[src/rtl/cla8_adder_unit.sv]
// cla8_adder_unit: registered two-level carry-lookahead adder.
//
// Pipeline: operand capture register -> CLA -> result register.
// Operands captured at edge k appear on s/cout/prop/gen with out_valid
// after edge k+1. One operation per clock, no backpressure.
//
// Handshake: valid-only, no ready. in_valid=1 at a rising edge captures
// a/b/cin unconditionally. out_valid is a one-cycle pulse marking a fresh
// result. When out_valid=0 the result fields hold their last value.
//
// Optional build macro CLA_CHECK_EN: when defined, a comparator checks every
// registered result against a behavioural a+b+cin reference and drives the
// sticky err flag and the saturating err_count. When undefined both are 0.
// The adder datapath and its timing are the same in both builds.
//
// N must be a multiple of 4 in 4..32; each nibble is one 4-bit CLA group.

module cla8_adder_unit #(
  parameter int N = 8
) (
  input  logic         clk,
  input  logic         rst,
  input  logic         in_valid,
  input  logic         cin,
  input  logic [N-1:0] a,
  input  logic [N-1:0] b,
  output logic [N-1:0] s,
  output logic         cout,
  output logic         prop,
  output logic         gen,
  output logic         out_valid,
  output logic         err,
  output logic [15:0]  err_count
);

  localparam int NG = N / 4;

  // Stage 1 registers
  logic [N-1:0] a_q;
  logic [N-1:0] b_q;
  logic         cin_q;
  logic         v_q;

  // Combinational CLA signals
  logic [N-1:0]  p_bit;
  logic [N-1:0]  g_bit;
  logic [N-1:0]  carry_bit;
  logic [N-1:0]  sum_c;
  logic [NG-1:0] grp_p;
  logic [NG-1:0] grp_g;
  logic [NG:0]   grp_c;
  logic          cout_c;
  logic          prop_c;
  logic          gen_c;

  // Capture operands on in_valid; a reset discards whatever was in flight.
  always_ff @(posedge clk) begin
    if (rst) begin
      a_q   <= '0;
      b_q   <= '0;
      cin_q <= 1'b0;
      v_q   <= 1'b0;
    end else begin
      v_q <= in_valid;
      if (in_valid) begin
        a_q   <= a;
        b_q   <= b;
        cin_q <= cin;
      end
    end
  end

  // Bit-level propagate and generate.
  always_comb begin
    p_bit = a_q ^ b_q;
    g_bit = a_q & b_q;
  end

  // Group propagate/generate for each nibble.
  always_comb begin
    grp_p = '0;
    grp_g = '0;
    for (int j = 0; j < NG; j++) begin
      grp_p[j] = p_bit[4*j] & p_bit[4*j+1] & p_bit[4*j+2] & p_bit[4*j+3];
      grp_g[j] = g_bit[4*j+3]
               | (p_bit[4*j+3] & g_bit[4*j+2])
               | (p_bit[4*j+3] & p_bit[4*j+2] & g_bit[4*j+1])
               | (p_bit[4*j+3] & p_bit[4*j+2] & p_bit[4*j+1] & g_bit[4*j]);
    end
  end

  // Second-level lookahead: each nibble carry-in is a flat sum of products
  // over the lower groups (no group-to-group ripple). The block generate is
  // the same expression for the top carry with the cin term dropped.
  always_comb begin
    logic c_acc;
    logic term;
    grp_c    = '0;
    grp_c[0] = cin_q;
    gen_c    = 1'b0;
    for (int j = 1; j <= NG; j++) begin
      c_acc = 1'b0;
      for (int k = 0; k < j; k++) begin
        term = grp_g[k];
        for (int m = k + 1; m < j; m++) begin
          term = term & grp_p[m];
        end
        c_acc = c_acc | term;
      end
      if (j == NG) begin
        gen_c = c_acc;
      end
      term = cin_q;
      for (int m = 0; m < j; m++) begin
        term = term & grp_p[m];
      end
      grp_c[j] = c_acc | term;
    end
    prop_c = &grp_p;
    cout_c = grp_c[NG];
  end

  // Lookahead carries inside each nibble, then the sum bits.
  always_comb begin
    logic c0;
    carry_bit = '0;
    for (int j = 0; j < NG; j++) begin
      c0 = grp_c[j];
      carry_bit[4*j]   = c0;
      carry_bit[4*j+1] = g_bit[4*j] | (p_bit[4*j] & c0);
      carry_bit[4*j+2] = g_bit[4*j+1]
                       | (p_bit[4*j+1] & g_bit[4*j])
                       | (p_bit[4*j+1] & p_bit[4*j] & c0);
      carry_bit[4*j+3] = g_bit[4*j+2]
                       | (p_bit[4*j+2] & g_bit[4*j+1])
                       | (p_bit[4*j+2] & p_bit[4*j+1] & g_bit[4*j])
                       | (p_bit[4*j+2] & p_bit[4*j+1] & p_bit[4*j] & c0);
    end
    sum_c = p_bit ^ carry_bit;
  end

  // Register the result when stage 1 holds valid operands; hold otherwise.
  always_ff @(posedge clk) begin
    if (rst) begin
      s         <= '0;
      cout      <= 1'b0;
      prop      <= 1'b0;
      gen       <= 1'b0;
      out_valid <= 1'b0;
    end else begin
      out_valid <= v_q;
      if (v_q) begin
        s    <= sum_c;
        cout <= cout_c;
        prop <= prop_c;
        gen  <= gen_c;
      end
    end
  end

`ifdef CLA_CHECK_EN
  logic [N:0] ref_sum;
  logic [N:0] ref_nocin;
  logic       ref_prop;
  logic       mismatch;

  // Behavioural reference for the operands currently in stage 1.
  always_comb begin
    ref_sum   = {1'b0, a_q} + {1'b0, b_q} + {{N{1'b0}}, cin_q};
    ref_nocin = {1'b0, a_q} + {1'b0, b_q};
    ref_prop  = &(a_q ^ b_q);
    mismatch  = ({cout_c, sum_c} != ref_sum)
              | (prop_c != ref_prop)
              | (gen_c != ref_nocin[N]);
  end

  // Sticky error flag and saturating counter, updated as the result registers.
  always_ff @(posedge clk) begin
    if (rst) begin
      err       <= 1'b0;
      err_count <= 16'h0000;
    end else if (v_q && mismatch) begin
      err <= 1'b1;
      if (err_count != 16'hFFFF) begin
        err_count <= err_count + 16'd1;
      end
    end
  end
`else
  assign err       = 1'b0;
  assign err_count = 16'h0000;
`endif

endmodule

[config.mk]
export PLATFORM = sky130hd
export DESIGN_NAME = cla8_adder_unit
export DESIGN_NICKNAME = d
export VERILOG_FILES = /design/src/rtl/cla8_adder_unit.sv
export SDC_FILE = /design/constraint.sdc
export NUM_CORES = 1
export LEC_CHECK = 0
export CAP_MARGIN = 10
export CORE_MARGIN = 10
export CORE_UTILIZATION = 35
export CTS_CLUSTER_SIZE = 28
export DETAILED_ROUTE_END_ITERATION = 16
export GPL_ROUTABILITY_DRIVEN = 1
export PLACE_DENSITY = 0.61
export SYNTH_ARGS = -nofsm -noshare
export SYNTH_HDL_FRONTEND = slang
export SYNTH_SLANG_ARGS = --single-unit
export TNS_END_PERCENT = 20
[constraint.sdc]
create_clock -name clk -period 2.6 [get_ports clk]
set_clock_uncertainty 0.2 [all_clocks]
set_input_delay 0.26 -clock clk [delete_from_list [all_inputs] [get_ports clk]]
set_output_delay 0.26 -clock clk [all_outputs]
set_load 0.005 [all_outputs]
Word-level counts from Yosys, hierarchy flattened
Index checks and enable logic that the tools add are counted.
{"block": "totals", "register_bits": 30, "latch_bits": 0, "mem_bits_rw": 0, "romBits": 0, "out_inout_bits": 29, "n_memories": 0}
{"block": "op_classes", "addsub": 0, "mul": 0, "div": 0, "n_lt_le_gt_ge": 0, "eq_ne": 0, "shift": 0, "muxes": 0, "n_bitwise": 59, "n_reduce_logical": 1}
{"operator": "bitwise AND 1 bit", "n": 35}
{"operator": "OR 1 bit", "n": 21}
{"operator": "bitwise XOR 8 bit", "n": 2}
{"operator": "bitwise AND 8 bit", "n": 1}
{"operator": "AND reduction 2 bit", "n": 1}

Depth between registers and ports, before layout
Gate-level depths: netlist of run 1.
{"block": "depth", "depth_word": 9, "depth_mapped": 7, "ltp_nobuf": 7}

Least setup slack after synthesis of run 1
OpenSTA, ideal clock, no wires.
{"block": "synth_path", "kind": "register -> register", "start": "reg a_q[1]", "end": "reg s[5]", "setup_time_ns": 0.086, "arrival_ns": 1.674, "path_slack_ns": 0.641, "path_stages_with_launch": 8, "path_buffers": 0, "period_less_slack_ns": 1.959, "path_cell_list": "dfxtp_1 ha_1 a21oi_2 o21a_2 nand2_1 fa_1 xnor2_1 a211oi_1"}
{"block": "synth_between", "elab_chain_cells": 9, "elab_cells_between_ends": 15}
{"element": "start, declared", "line": "39", "source": "logic [N-1:0] a_q;"}
{"element": "start signal, assigned", "line": "59", "source": "a_q <= '0;"}
{"element": "start signal, assigned", "line": "66", "source": "a_q <= a;"}
{"element": "bitwise XOR 8 bit", "line": "75", "source": "p_bit = a_q ^ b_q;"}
{"element": "bitwise AND 1 bit (3 in a row)", "line": "84", "source": "grp_p[j] = p_bit[4*j] & p_bit[4*j+1] & p_bit[4*j+2] & p_bit[4*j+3];"}
{"element": "bitwise AND 1 bit", "line": "115", "source": "term = term & grp_p[m];"}
{"element": "OR 1 bit *", "line": "117", "source": "grp_c[j] = c_acc | term;"}
{"element": "bitwise AND 1 bit *", "line": "130", "source": "carry_bit[4*j+1] = g_bit[4*j] | (p_bit[4*j] & c0);"}
{"element": "OR 1 bit *", "line": "130"}
{"element": "bitwise XOR 8 bit *", "line": "139", "source": "sum_c = p_bit ^ carry_bit;"}
{"element": "end signal, assigned", "line": "153", "source": "s <= sum_c;"}
{"element": "end, declared", "line": "27", "source": "output logic [N-1:0] s,"}
Mark *: on every way between the ends. The rest lies on a longest branch, timed or not.
A chain may end at the register's enable or synchronous reset.

Worst setup path in the final report of run 1
Ends and elaborated chain as after synthesis.

==> impl_metrics.yaml, run 1 <==
layout:
  area_growth_pct: 25.04
  multi_input_area_um2: 820.8
  postLayoutCellArea_um2: 1918
  seqCellArea_um2: 600.6
  antenna_cells: 0
  fillers: 426
  nets: 223
  stdcell_count: 246
  drive_gt1_share_pct: 8.763
  fin_util_pct: 44.67
floorplanning:
  initial_core_util_pct: 35.72
  core_um2: 4294
  pin_count: 49
  die_y_um: 86.20
  fp-row-count: 24
  die_x_um: 86.20
  die_area_um2: 7430
placement:
  dpl.cell_count: 238
  io_buffers: 31
  dpl_worst_slack_ps: 524.0
  hpwl_mm: 2.536
  globalplace.congestion: 0.7501
  placed_cell_area_um2: 1827
synthesis:
  synth_commonest_cells: "30 x dfxtp_1, 25 x nor2_1, 21 x mux2i_1"
  synth_seq_area_share_pct: 39.15
  synth_seq_cells: 30
  synthMostInstantiatedCell: "dfxtp_1"
  avgSynthCellArea_um2: 9.528
  yosysUniqueCellTypes: 35
  syn_area_um2: 1534
  synthFlopType: "dfxtp_1"
  ys_top_cells_by_area: "dfxtp_1 39%, mux2i_1 14%, buf_4 8.3%"
  yosysWarnings: 0
  yosysTopAreaCellShare_pct: 39.15
  yosysTopAreaCell: "dfxtp_1"
  synthArstFlopShare_pct: 0
  netlist_instances: 161
  synth_edf_count: 0
timing:
  finalCritPeriodShare_pct: 79.58
  setup_viol: 0
  setup_slack_ps: 531.0
  fmax_mhz: 483.3
  rsz0062_at_grt: "false"
  hold_viol: 0
  hold_ws_ps: 288.6
  slew_headroom_pct: 52.63
  worst_slew_pin_slew_ps: 709.5
  tns_ps: 0
  maxSlewViolCount: 0
  post-route-min-period_ps: 2069
clock_tree:
  cts.sinks: 30
  numCtsBuffers: 5
  post-cts-setup-buffer-count: 0
  clk_latency_ps: 280
  clk_pin_slew_worst_paths_ps: 60
  cts_hold_buf: 0
  root_buffer: "clkbuf_8"
  cts_tree: "yes"
  clockBufferDepth: 2
  cts_max_level: 2
  cts_resized: 0
flow_run:
  cap_violations: 0
drt:
  wirelength_mm: 3.248
  ant_nets: 0
  num_vias: 1126
  vias_per_cell: 4.577
  dr.pass1.iters: 3
  drc: 0
  drtIter0Drc: 39
  drt-wirelength-per-cell_um: 13.20
grt:
  globalRouteOverflowTotal: 0
  grt_pass1_vias: 1227
  track_usage_pct: 9.205
  grt_pass1_wl_mm: 5.547
  grt_max_degree: 30
  antenna_found_initial: 0
power:
  power.total_mw: 1.052
  power.density_nw_per_um2: 548.6
  power_leakage_nw: 0.8341
  ir_worst_vdd_mv: 0.2723
worst_setup_path:
  required_ps: 2600
  critPathSlowestCell: "fa_1"
  start_kind: "flip-flop"
  cp_cell_sequence: "ha_1, a21oi_2, o21a_2, nand2_1, fa_1, xnor2_1, a211oi_1"
  cp_data_arrival_time_ps: 2070
  path_max_fanout: 4
  endpoint_kind: "flip-flop"
  critical_path_class: "reg2reg"
  slowest_delay_ps: 380
status:
  outcome: "completed"
min_path:
  hp-class: "reg2reg"
cells in the final DEF (no fill, tap or decap), types with 2 or more instances in the layout:
cell type / n
clkdlybuf4s50_1: 31
dfxtp_1: 30
nor2_1: 25
mux2i_1: 21
conb_1: 17
nand2_1: 8
ha_1: 8
clkbuf_8: 6
inv_1: 4
a21oi_2: 3
a21oi_1: 3
xnor2_1: 3
a211oi_1: 3
nor3b_1: 3
a21o_1: 2
o21ai_0: 2
nor2b_1: 2
or3b_2: 2
o311ai_1: 2
fa_1: 2
buf_4: 2
path summary, 6_finish.rpt:
path	startpoint	endpoint	slack (ps)	cells past startpoint
max	a_q[1]	s[5]	530	7
min	cout	cout	290	2
max reg2reg	a_q[1]	s[5]	530	7
min reg2reg	cout	cout	290	2
registers in the layout, indices dropped and copies added, names as in the netlist:
name and flops:
prop 1, gen 1, v_q 1, cout 1, out_valid 1, s 8
cin_q 1, a_q 8, b_q 8
layout make-up:
class / count / share of cell area, %
multi-input combinational: 119 / 42.79
clock buffer: 7 / 4.501
clock inverter: 1 / 0.2609
inverter: 4 / 0.7828
tap: 52 / 3.392
sequential: 30 / 31.31
timing repair buffer: 33 / 16.96
where the power goes:
group / internal (mW) / leakage [nW] / total, mW / switching [mW]
clock: 0.213 / 0.0482 / 0.381 / 0.168
combinational: 0.0903 / 0.539 / 0.164 / 0.0738
sequential: 0.486 / 0.247 / 0.508 / 0.0212
kinds of logic after synthesis:
group           count (synthesis)  share of synthesized area [%]
simple gates                   49                          15.74
mux                            21                          13.70
buf+inv                        28                          11.26
other cells                     1                         0.2445
fa+ha+maj                      10                          9.136
flops                          30                          39.15
compound gates                 19                          9.054
xor+xnor                        3                          1.713
metal layers:
layer | global-route usage, % | wire length (um)
met3 | 4.878 | 331
met2 | 14.87 | 1540
met1 | 9.311 | 1298
met5 | 0 | 0
met4 | 5.302 | 78
critical path: cells and delay by family, from the launching register on:
family	cells	cell delay, ps
XOR/XNOR	1	140
AND/OR/NAND/NOR	1	70
flip-flops	1	320
AO/OA/AOI/OAI	3	520
adder cells (fa/ha/maj)	2	740
No activity file was read; power rests on OpenSTA's default activity.
==> inputs of run 2 (changes only) <==
- PLACE_DENSITY: 0.61 -> 0.64
- clock period: 2.6 -> 1.9 ns (I/O delays scaled with it)
==> run 2 against run 1 <==
Net effect:
- the flow now finishes with violations (setup timing)
- combinational power increased by 62%
- sequential cell count unchanged
- via count increased by 2.6%
- maximum frequency increased by 8.7%
- global-route usage about the same
- register-to-register slack got worse by 540 ps
- hold slack improved by 2.8 ps
- utilization increased by 4.2 points
- setup slack got worse by 540 ps
- critical endpoint is now s[4]
- largest cell class unchanged
- largest power group unchanged
==> impl_metrics.yaml, run 2 (same netlist as run 1, synthesis figures left out) <==
drt:
  vias_per_cell: 4.512
  wl_met2_mm: 1.590
  wirelength_mm: 3.350
  met3_length_um: 345
  drtIter0Drc: 28
  num_vias: 1155
  topRoutingLayerUsed: "met4"
  dr.pass1.iters: 4
  ant_nets: 0
  wl_met1_mm: 1.372
  drt-wirelength-per-cell_um: 13.09
  drc: 0
placement:
  dpl.cell_count: 246
  io_buffers: 31
  hpwl_mm: 2.551
  globalplace.congestion: 0.7339
  placed_cell_area_um2: 1937
power:
  internal_power_mw: 1.206
  p_sw_uw: 384.4
  power.density_nw_per_um2: 758.6
  p_seq_share_pct: 44.0
  p_comb_share_pct: 16.7
  ir_worst_vdd_mv: 0.3432
  clkPwrFrac_pct: 39.3
  power_leakage_nw: 0.8960
  switching_share_pct: 24.17
clock_tree:
  root_buffer: "clkbuf_8"
  numCtsBuffers: 5
  clk_latency_ps: 280
  cts_tree: "yes"
  cts_hold_buf: 0
  clk_pin_slew_worst_paths_ps: 70
  clockBufferDepth: 2
  cts.sinks: 30
  cts_max_level: 2
worst_setup_path:
  path_max_fanout: 3
  reg2reg_setup_slack_ps: -4
  crit-reg2reg-launch: "b_q[1]"
  cp_data_arrival_time_ps: 1880
  start_kind: "flip-flop"
  endpoint: "s[4]"
  required_ps: 1870
  critical_path_class: "reg2reg"
  ff2ff_path_depth: 7
  worstReg2RegEnd: "s[4]"
  startpoint: "b_q[1]"
  endpoint_kind: "flip-flop"
timing:
  finalCritPeriodShare_pct: 100.2
  worst_slew_pin_slew_ps: 728.8
  post-route-min-period_ps: 1904
  fmax_mhz: 525.2
  slew_headroom_pct: 51.35
  setup_viol: 1
  rsz0062_at_grt: "true"
  setup_slack_ps: -4.088
  maxSlewViolCount: 0
  hold_ws_ps: 291.4
  hold_viol: 0
layout:
  fin_util_pct: 48.83
  multi_input_area_um2: 887.1
  stdcell_count: 256
  antenna_cells: 0
  drive_gt1_share_pct: 20.59
  area_growth_pct: 36.70
  postLayoutCellArea_um2: 2097
  fillers: 414
  seqCellArea_um2: 608.1
  final_common_cell: "clkdlybuf4s50_1"
  reg.largest.list: "a_q x8, b_q x8, s x8"
  layout_common_cells: "31 x clkdlybuf4s50_1, 25 x nor2_1, 24 x dfxtp_1"
  nets: 233
floorplanning:
  core_um2: 4294
  pin_count: 49
  die_area_um2: 7430
  die_x_um: 86.20
  initial_core_util_pct: 35.72
  die_y_um: 86.20
  fp-row-count: 24
grt:
  grt_pass1_vias: 1208
  antenna_found_initial: 0
  globalRouteOverflowTotal: 0
  track_usage_pct: 9.198
  grt_pass1_wl_mm: 5.540
  grt_max_degree: 20
flow_run:
  cap_violations: 0
status:
  violations: "setup timing"
  outcome: "finished, violations left"
min_path:
  hp-class: "reg2reg"
## run 2: changes by cell type in the layout (fill, tap and decap cells not counted), moves of 3 or more
cell / delta
buf_4: +9
dfxtp_2: +6
ha_4: +3
dfxtp_1: -6
ha_1: -3
## run 2: worst min path at each step
stage	to	slack (ps)	cells after the start	startpoint
2_1_floorplan	out_valid	70	1	rst
3_3_place_gp	s[0]	280	2	s[0]
5_1_grt	a_q[4]	320	3	a[4]
6_report	gen	290	2	gen
4_1_cts	gen	300	2	gen
3_5_place_dp	gen	280	2	gen
## run 2: layer usage
layer | global-route usage [%] | vias to the layer above
li1 | - | 599
met4 | 4.418 | 0
met1 | 9.786 | 523
met5 | 0 | -
met2 | 14.33 | 28
met3 | 5.347 | 5
## run 2: what timing repair did
item / 4_1_cts / 5_1_grt
setup endpoints to repair: 2 / 6
pin swaps: 0 / 7
setup buffers: 0 / 2
resized for setup: 7 / 6
## run 2: worst max-delay path, stage by stage, from the launching register on
cell,delay [ps]
dfxtp_2,340
ha_4,270
and3_4,200
nand3_4,80
nand2_2,80
fa_2,430
mux2i_1,150
nor2_1,50
## run 2: area by class of cell
class	instances	share of cell area, %
Inverter	4	0.7160
Timing Repair Buffer	43	19.69
Sequential cell	30	29.00
Tap cell	52	3.103
Clock inverter	3	1.909
Clock buffer	5	3.282
Multi-Input combinational cell	119	42.30
## run 2: power by group through the flow
stage	combinational [mW]	sequential [mW]	clock [mW]
after floorplan	0.168	0.701	0
after global placement	0.248	0.711	0
after detailed placement	0.251	0.711	0
after CTS	0.253	0.700	0.635
after global routing	0.295	0.705	0.674
final	0.266	0.700	0.625
## run 2: metrics by stage
stage	setup WS [ps]	TNS, ps	total power [mW]
floorplan	17.01	0	0.8696
global placement	5.612	0	0.9589
detailed placement	-19.98	-39.49	0.9627
CTS	-4.235	-6.686	1.587
global route	-61.89	-151.7	1.673
finish	-4.088	-4.088	1.591
==> inputs of run 3 (changes only) <==
- HOLD_SLACK_MARGIN: not set -> 0.1
==> results of run 3 <==
Final layout, timing and power as in run 2 (identical DEF).
